**src/rtl/uart_tx_if.sv**
```systemverilog
// Handshake and serial-line bundle between a UART transmitter and its client.
// The client holds the master modport and the transmitter holds the slave modport.
interface uart_tx_if #(
  parameter int unsigned DBIT = 8
);
  logic            s_tick;
  logic            tx_start;
  logic [DBIT-1:0] tx_din;
  logic            tx;
  logic            tx_busy;
  logic            tx_done_tick;

  modport master (
    output s_tick,
    output tx_start,
    output tx_din,
    input  tx,
    input  tx_busy,
    input  tx_done_tick
  );

  modport slave (
    input  s_tick,
    input  tx_start,
    input  tx_din,
    output tx,
    output tx_busy,
    output tx_done_tick
  );
endinterface

```
**src/rtl/uart_tx.sv**
```systemverilog
// UART transmitter with 16x oversampling tick, DBIT data bits sent LSB first, and a SB_TICK-tick stop bit.
// Define UART_TX_PARITY_EN to insert an even-parity bit between the data bits and the stop bit.
module uart_tx #(
  parameter int unsigned DBIT    = 8,
  parameter int unsigned SB_TICK = 16
) (
  input  logic     clk,
  input  logic     reset,
  uart_tx_if.slave bus
);

  localparam int unsigned SW = ($clog2(SB_TICK) > 4) ? $clog2(SB_TICK) : 4;
  localparam int unsigned NW = (DBIT > 1) ? $clog2(DBIT) : 1;

`ifdef UART_TX_PARITY_EN
  typedef enum logic [2:0] {IDLE, START, DATA, PARITY, STOP} state_t;
`else
  typedef enum logic [2:0] {IDLE, START, DATA, STOP} state_t;
`endif

  state_t          state, state_next;
  logic [SW-1:0]   s_reg, s_next;
  logic [NW-1:0]   n_reg, n_next;
  logic [DBIT-1:0] b_reg, b_next;
  logic            tx_reg, tx_next;
  logic            busy_reg, busy_next;
  logic            done_reg, done_next;
`ifdef UART_TX_PARITY_EN
  logic            par_reg, par_next;
`endif

  // State and datapath registers; outputs are registered from next-state values.
  always_ff @(posedge clk or posedge reset) begin
    if (reset) begin
      state    <= IDLE;
      s_reg    <= '0;
      n_reg    <= '0;
      b_reg    <= '0;
      tx_reg   <= 1'b1;
      busy_reg <= 1'b0;
      done_reg <= 1'b0;
`ifdef UART_TX_PARITY_EN
      par_reg  <= 1'b0;
`endif
    end else begin
      state    <= state_next;
      s_reg    <= s_next;
      n_reg    <= n_next;
      b_reg    <= b_next;
      tx_reg   <= tx_next;
      busy_reg <= busy_next;
      done_reg <= done_next;
`ifdef UART_TX_PARITY_EN
      par_reg  <= par_next;
`endif
    end
  end

  // Next-state logic; ticks are ignored in IDLE so a start coincident with a tick does not count it.
  always_comb begin
    state_next = state;
    s_next     = s_reg;
    n_next     = n_reg;
    b_next     = b_reg;
    done_next  = 1'b0;
`ifdef UART_TX_PARITY_EN
    par_next   = par_reg;
`endif
    case (state)
      IDLE: begin
        if (bus.tx_start) begin
          b_next     = bus.tx_din;
          s_next     = '0;
          state_next = START;
`ifdef UART_TX_PARITY_EN
          par_next   = ^bus.tx_din;
`endif
        end
      end
      START: begin
        if (bus.s_tick) begin
          if (s_reg == SW'(15)) begin
            s_next     = '0;
            n_next     = '0;
            state_next = DATA;
          end else begin
            s_next = s_reg + SW'(1);
          end
        end
      end
      DATA: begin
        if (bus.s_tick) begin
          if (s_reg == SW'(15)) begin
            s_next = '0;
            b_next = b_reg >> 1;
            n_next = n_reg + NW'(1);
            if (n_reg == NW'(DBIT - 1)) begin
`ifdef UART_TX_PARITY_EN
              state_next = PARITY;
`else
              state_next = STOP;
`endif
            end
          end else begin
            s_next = s_reg + SW'(1);
          end
        end
      end
`ifdef UART_TX_PARITY_EN
      PARITY: begin
        if (bus.s_tick) begin
          if (s_reg == SW'(15)) begin
            s_next     = '0;
            state_next = STOP;
          end else begin
            s_next = s_reg + SW'(1);
          end
        end
      end
`endif
      STOP: begin
        if (bus.s_tick) begin
          if (s_reg == SW'(SB_TICK - 1)) begin
            s_next     = '0;
            state_next = IDLE;
            done_next  = 1'b1;
          end else begin
            s_next = s_reg + SW'(1);
          end
        end
      end
      default: begin
        state_next = IDLE;
      end
    endcase
  end

  // Line level follows the state being entered so tx changes on the same edge as the state.
  always_comb begin
    tx_next   = 1'b1;
    busy_next = (state_next != IDLE);
    case (state_next)
      START:   tx_next = 1'b0;
      DATA:    tx_next = b_next[0];
`ifdef UART_TX_PARITY_EN
      PARITY:  tx_next = par_next;
`endif
      default: tx_next = 1'b1;
    endcase
  end

  assign bus.tx           = tx_reg;
  assign bus.tx_busy      = busy_reg;
  assign bus.tx_done_tick = done_reg;

endmodule

```
**src/flat_wrapper.sv**
```systemverilog
// flat-port wrapper written by rule: the top's interface ports become plain ports
module uart_tx_flat 
#(
  parameter int unsigned DBIT    = 8,
  parameter int unsigned SB_TICK = 16
)
  (clk, reset, bus_s_tick, bus_tx_start, bus_tx_din, bus_tx, bus_tx_busy, bus_tx_done_tick);
  uart_tx_if #(.DBIT(DBIT)) bus_i ();
  input  logic clk;
  input  logic reset;
  input wire logic [$bits(bus_i.s_tick)-1:0] bus_s_tick;
  input wire logic [$bits(bus_i.tx_start)-1:0] bus_tx_start;
  input wire logic [$bits(bus_i.tx_din)-1:0] bus_tx_din;
  output wire logic [$bits(bus_i.tx)-1:0] bus_tx;
  output wire logic [$bits(bus_i.tx_busy)-1:0] bus_tx_busy;
  output wire logic [$bits(bus_i.tx_done_tick)-1:0] bus_tx_done_tick;
  assign bus_i.s_tick = bus_s_tick;
  assign bus_i.tx_start = bus_tx_start;
  assign bus_i.tx_din = bus_tx_din;
  assign bus_tx = bus_i.tx;
  assign bus_tx_busy = bus_i.tx_busy;
  assign bus_tx_done_tick = bus_i.tx_done_tick;
  uart_tx #(.DBIT(DBIT), .SB_TICK(SB_TICK)) u_core (.clk(clk), .reset(reset), .bus(bus_i));
endmodule
```
**config.mk**
```make
export PLATFORM = sky130hd
export DESIGN_NAME = uart_tx_flat
export DESIGN_NICKNAME = d
export VERILOG_FILES = /design/src/rtl/uart_tx_if.sv /design/src/rtl/uart_tx.sv /design/src/flat_wrapper.sv
export SDC_FILE = /design/constraint.sdc
export NUM_CORES = 1
export LEC_CHECK = 0
export ABC_AREA = 1
export ABC_CLOCK_PERIOD_IN_PS = 4000
export BUFFER_PORTS_ARGS = -buffer_cell sky130_fd_sc_hd__buf_2
export CAP_MARGIN = 20
export CORE_UTILIZATION = 40
export CTS_CLUSTER_SIZE = 20
export DETAILED_ROUTE_END_ITERATION = 8
export PLACE_DENSITY = 0.57
export SYNTH_ARGS = -nofsm -noshare
export SYNTH_HDL_FRONTEND = slang
export SYNTH_SLANG_ARGS = --single-unit
```
**constraint.sdc**
```tcl
create_clock -name clk -period 4 [get_ports clk]
set_input_delay 0.6 -clock clk [delete_from_list [all_inputs] [get_ports clk]]
set_output_delay 0.6 -clock clk [all_outputs]
set_load 0.02 [all_outputs]
```
; ---- Word-level counts from Yosys, hierarchy flattened
; Index checks and enable logic that the tools add are counted.
[op_classes]
add_sub_neg = 2
n_mux = 26
n_reduce_logical = 9
n_eq_ne = 13
[op_table]
columns = cell, n
row1 = 3-bit two-way mux, 12
row2 = 8-bit two-way mux, 3
row3 = 8-bit one-hot mux with 2 select lines, 1
row4 = 4-bit two-way mux, 3
row5 = 3-bit one-hot mux with 4 select lines, 1
row6 = 3-bit by 2-bit equality test with 1-bit output (second input constant), 3
row7 = 4-bit one-hot mux with 2 select lines, 1
row8 = 3-bit by 1-bit equality test with 1-bit output (second input constant), 2
row9 = 2-bit by 1-bit inequality test with 1-bit output (second input constant), 3
row10 = 2-bit inequality test (second input constant), 3
row11 = 3-bit one-hot mux with 2 select lines, 1
row12 = 2-bit nonzero test, 3
row13 = 5-bit AND reduction, 1
row14 = 4-bit by 1-bit adder with 4-bit output (second input constant), 1
row15 = 4-bit equality test (second input constant), 1
row16 = 4-bit AND reduction, 1
row17 = 3-bit by 1-bit adder with 3-bit output (second input constant), 1
row18 = 3-bit equality test (second input constant), 1
row19 = 3-bit zero test, 1
row20 = 1-bit two-way mux, 3
row21 = 3-bit AND reduction, 1
row22 = 3-bit nonzero test, 1
row23 = 3-bit OR reduction, 1
row24 = 1-bit one-hot mux with 2 select lines, 1
[totals]
register_bits = 21
elab_cells = 58

; ---- Longest topological paths before layout
[depth]
ltp_word = 7
mapped_depth = 9

; ---- Worst setup path before layout
; No wires, ideal clock.
[synth_timing]
path_kind = register -> register
startpoint = register u_core.s_reg[0]
endpoint = register u_core.b_reg[7]
synth_period_minus_slack_ns = 1.309
path_buffers = 0
t_required_ns = 3.879
slack_ns = 2.691
arrival_ns = 1.188
path_stages_with_launch = 6
path_cell_list = dfrtp_1 ha_1 nand4_2 nand2_2 nand3_4 a22o_2
[synth_via]
elab_chain_cells = 3
[synth_lines]
columns = element, line_no
row1 = "start, declared", uart_tx.sv:22  ; logic [SW-1:0] s_reg, s_next;
row2 = "start signal, assigned", uart_tx.sv:47  ; s_reg <= s_next;
row3 = 4-bit equality test, uart_tx.sv:93  ; if (s_reg == SW'(15)) begin
row4 = 2-bit by 1-bit inequality test with 1-bit output (no line), -
row5 = 4-bit AND reduction (no line), -
row6 = "end signal, assigned", uart_tx.sv:49  ; b_reg <= b_next;
row7 = "end, declared", uart_tx.sv:24  ; logic [DBIT-1:0] b_reg, b_next;
; Every way passes these cells.
; A chain may end at the register's enable or synchronous reset.

; ---- Final worst setup path
[layout_timing]
startpoint = register u_core.s_reg[0]
endpoint = register u_core.tx_reg (netlist: u_core.bus.tx)
[layout_via]
elab_chain_cells = 6
elab_cells_between_ends = 14
cone_classes = eq/ne: 3 / mux: 11
[layout_lines]
columns = element, line_no
row1 = 4-bit equality test *, "uart_tx.sv:82, uart_tx.sv:93, uart_tx.sv:123"
row2 = "3-bit two-way mux, on equally long branches", "uart_tx.sv:123, uart_tx.sv:82, uart_tx.sv:93"
row3 = "3-bit two-way mux, on equally long branches", "uart_tx.sv:122, uart_tx.sv:81, uart_tx.sv:92"
row4 = 3-bit one-hot mux with 4 select lines, uart_tx.sv:69  ; case (state)
row5 = 3-bit by 2-bit equality test with 1-bit output or 3-bit by 1-bit equality test with 1-bit output (tied branches), uart_tx.sv:142  ; case (state_next)
row6 = 1-bit one-hot mux with 2 select lines *, uart_tx.sv:142
row7 = named net u_core.tx_next, uart_tx.sv:25  ; logic tx_reg, tx_next;
row8 = "end signal, assigned", uart_tx.sv:50  ; tx_reg <= tx_next;
row9 = "end, declared", uart_tx.sv:25
; Mark *: on every way through the listed nets, which the timed path passes. The rest lies on a longest branch. The select of a mux whose other input is x is not followed.

==> impl_metrics.env <==
export IMPL_die_area_mm2=0.00306
export IMPL_avgSynthCellArea_um2=8.31
export IMPL_vias=898
export IMPL_globalplace_congestion=0.797
export IMPL_synth_compound_area_share_pct=5.49
export IMPL_path_clk_slew_ns=0.13
export IMPL_clkSinkCount=21
export IMPL_finalSetupViolCount=0
export IMPL_power_uw=446
export IMPL_setup_tns_ns=0
export IMPL_ios=15
export IMPL_period_share_pct=43.9
export IMPL_fillers=268
export IMPL_ctsResizeCount=0
export IMPL_synth_cells=137
export IMPL_yosysTopAreaCell="dfrtp_1"
export IMPL_drc=0
export IMPL_syn_nets=152
export IMPL_htreeDepth=1
export IMPL_synth_seq_cells=21
export IMPL_start_util_pct=44.0
export IMPL_synthTopCellsByCount="nand2_1 (42), dfrtp_1 (20), nand3_1 (19), inv_1 (11), nor2_1 (9)"
export IMPL_insertion_delay_ns=0.31
export IMPL_layoutNonFillerInstCount=183
export IMPL_synth_xor_xnor_area_share_pct=0.769
export IMPL_routedWlPerCell_um=11.8
export IMPL_cts_made_buffers=3
export IMPL_clock_fmax_mhz=569
export IMPL_first_global_vias=894
export IMPL_grt_start_max_net_pins=22
export IMPL_dpl_cell_area_mm2=0.00123
export IMPL_synth_most_common_cell="nand2_1"
export IMPL_tightest_slew_ns=0.810
export IMPL_postCtsSetupBuffers=0
export IMPL_hpwl_um=1560
export IMPL_synth_top_cell_area_share_pct=44.0
export IMPL_relSlewSlack_pct=45.9
export IMPL_max_vdd_ir_drop_uv=240
export IMPL_rsz0062_at_grt="false"
export IMPL_syn_area_mm2=0.00114
export IMPL_area_growth_pct=10.1
export IMPL_fin_skew_ns=0.0130
export IMPL_wirelength_um=2150
export IMPL_die_w_um=55.4
export IMPL_finalInstanceArea_mm2=0.00125
export IMPL_cap_viol_max_count=0
export IMPL_reg2reg_setup_slack_ns=2.24
export IMPL_synth_mux_area_share_pct=0
export IMPL_cts_hold_buf=0
export IMPL_layout_setup_ws_ns=2.24
export IMPL_ys_seq_area_share_pct=46.3
export IMPL_slew_violations=0
export IMPL_clockRootBuffer="clkbuf_4"
export IMPL_synthAdderAreaFrac_pct=3.30
export IMPL_highest_layer="met4"
export IMPL_drt_iter0_drc=12
export IMPL_largest_reg_flops=8
export IMPL_worstHoldPathType="in2async"
export IMPL_num_antenna_cells=0
export IMPL_portBuffers=14
export IMPL_cp_required_ns=4.27
export IMPL_path_class="reg2reg"
export IMPL_nets=169
export IMPL_firstDrtPassIters=4
export IMPL_met1_length_um=1060
export IMPL_rows=18
export IMPL_critPathArrivalTime_ns=2.02
export IMPL_path_max_fanout=12
export IMPL_synth_area_leaders="dfrtp_1 (44%), nand2_1 (14%), nand3_1 (8.4%)"
export IMPL_synthArstFlopShare_pct=100
export IMPL_grt_usage_pct=16.3
export IMPL_via_per_inst=4.91
export IMPL_die_y_um=55.4
export IMPL_power_density_mw_per_mm2=356
export IMPL_ys_warn_count=0
export IMPL_crit_path_start_kind="register"
export IMPL_post_route_min_period_ns=1.76
export IMPL_synth_top_family_by_area="simple AND/OR/NAND/NOR gates"
export IMPL_setup_worst_path_end_class="register"
export IMPL_yosys_area_share_simple_pct=37.6
export IMPL_met3WireLength_um=78
export IMPL_route_met2_wl_um=1000
export IMPL_core_mm2=0.00259
export IMPL_drive_gt1_share_pct=24.2
export IMPL_status="finished, final reports clean"
export IMPL_p_leak_uw=0.000689
export IMPL_cts_tree="built"
export IMPL_synth_edff_count=0
export IMPL_finalHoldViolCount=0
export IMPL_gr_total_overflow=0
export IMPL_clockBufferDepth=2
export IMPL_synthFlopType="dfrtp_1"
export IMPL_postRouteAntennaNets=0
export IMPL_synth_cell_type_count=27
export IMPL_pre_cts_ws_ns=2.23
export IMPL_dp_cells=179
export IMPL_grt_pass1_wl_um=3980
export IMPL_grt_antenna_before_repair=0
path summary, 6_finish.rpt:
check | startpoint | to | cells past startpoint
hold / removal | reset | u_core.n_reg[0] | 2
max in group asynchronous | reset | u_core.b_reg[4] | 2
hold reg to reg | u_core.n_reg[2] | u_core.n_reg[2] | 2
setup reg to reg | u_core.s_reg[0] | u_core.bus.tx | 9
min in group clk | u_core.n_reg[2] | u_core.n_reg[2] | 2
setup / recovery | u_core.s_reg[0] | u_core.bus.tx | 9
metrics by stage:
step / hold slack, ns / utilization, %
floorplan: 0.440 / -
global placement: 0.459 / 47.4
detailed placement: 0.469 / 47.4
CTS: 0.452 / 48.4
global route: 0.473 / 48.4
finish: 0.418 / 48.4
report_power, final:
part | total (uW) | switching, uW | internal, uW
combinational | 81.6 | 51.5 | 30.1
sequential | 259 | 17.5 | 242
clock | 106 | 66.6 | 39.0
worst max-delay path, cell delays in order, from the launching register on:
cell and delay [ns]:
dfrtp_1 0.42, ha_1 0.25, nand3_2 0.13, nor2_2 0.43, nand2_1 0.13, inv_1 0.08, nor2_1 0.05, nor2_1 0.10
nand2_1 0.05, nand2_1 0.05
cell type report:
| cell class | instances | area, um^2 | area share (%) |
|---|---|---|---|
| timing repair buffer | 14 | 70.1 | 5.59 |
| clock buffer | 4 | 26.3 | 2.10 |
| sequential | 21 | 527 | 42.0 |
| inverter | 14 | 52.6 | 4.19 |
| tap | 30 | 37.5 | 2.99 |
| multi-input combinational | 100 | 541 | 43.1 |
layout by cell type (no fill, tap or decap), types with 2 or more instances in the layout:
| cell | Yosys | final |
|---|---|---|
| nand2_1 | 42 | 42 |
| dfrtp_1 | 20 | 20 |
| nand3_1 | 19 | 19 |
| buf_2 | 0 | 14 |
| inv_1 | 11 | 11 |
| nor2_1 | 9 | 9 |
| nand2_2 | 4 | 4 |
| inv_2 | 3 | 3 |
| nor2_4 | 3 | 3 |
| ha_1 | 3 | 3 |
| clkbuf_4 | 0 | 3 |
| nor2_2 | 2 | 2 |
| nand4_1 | 2 | 2 |
| o21ai_2 | 2 | 2 |
| a21oi_1 | 2 | 2 |
| nor3_1 | 2 | 2 |
metal layers:
metal	vias to the layer above	GRT usage, %
met5	-	0
met4	0	3.21
met3	2	4.92
met2	14	26.7
met1	410	21.4
li1	472	-
kinds of logic after synthesis:
family                     Yosys count
and+or+nand+nor                     87
DFF                                 21
buffers and inverters               16
AOI/OAI and AO/OA                    8
adders and majority gates            3
xor gates and xnor gates             1
other                                1
No activity file was read; power rests on OpenSTA's default activity.
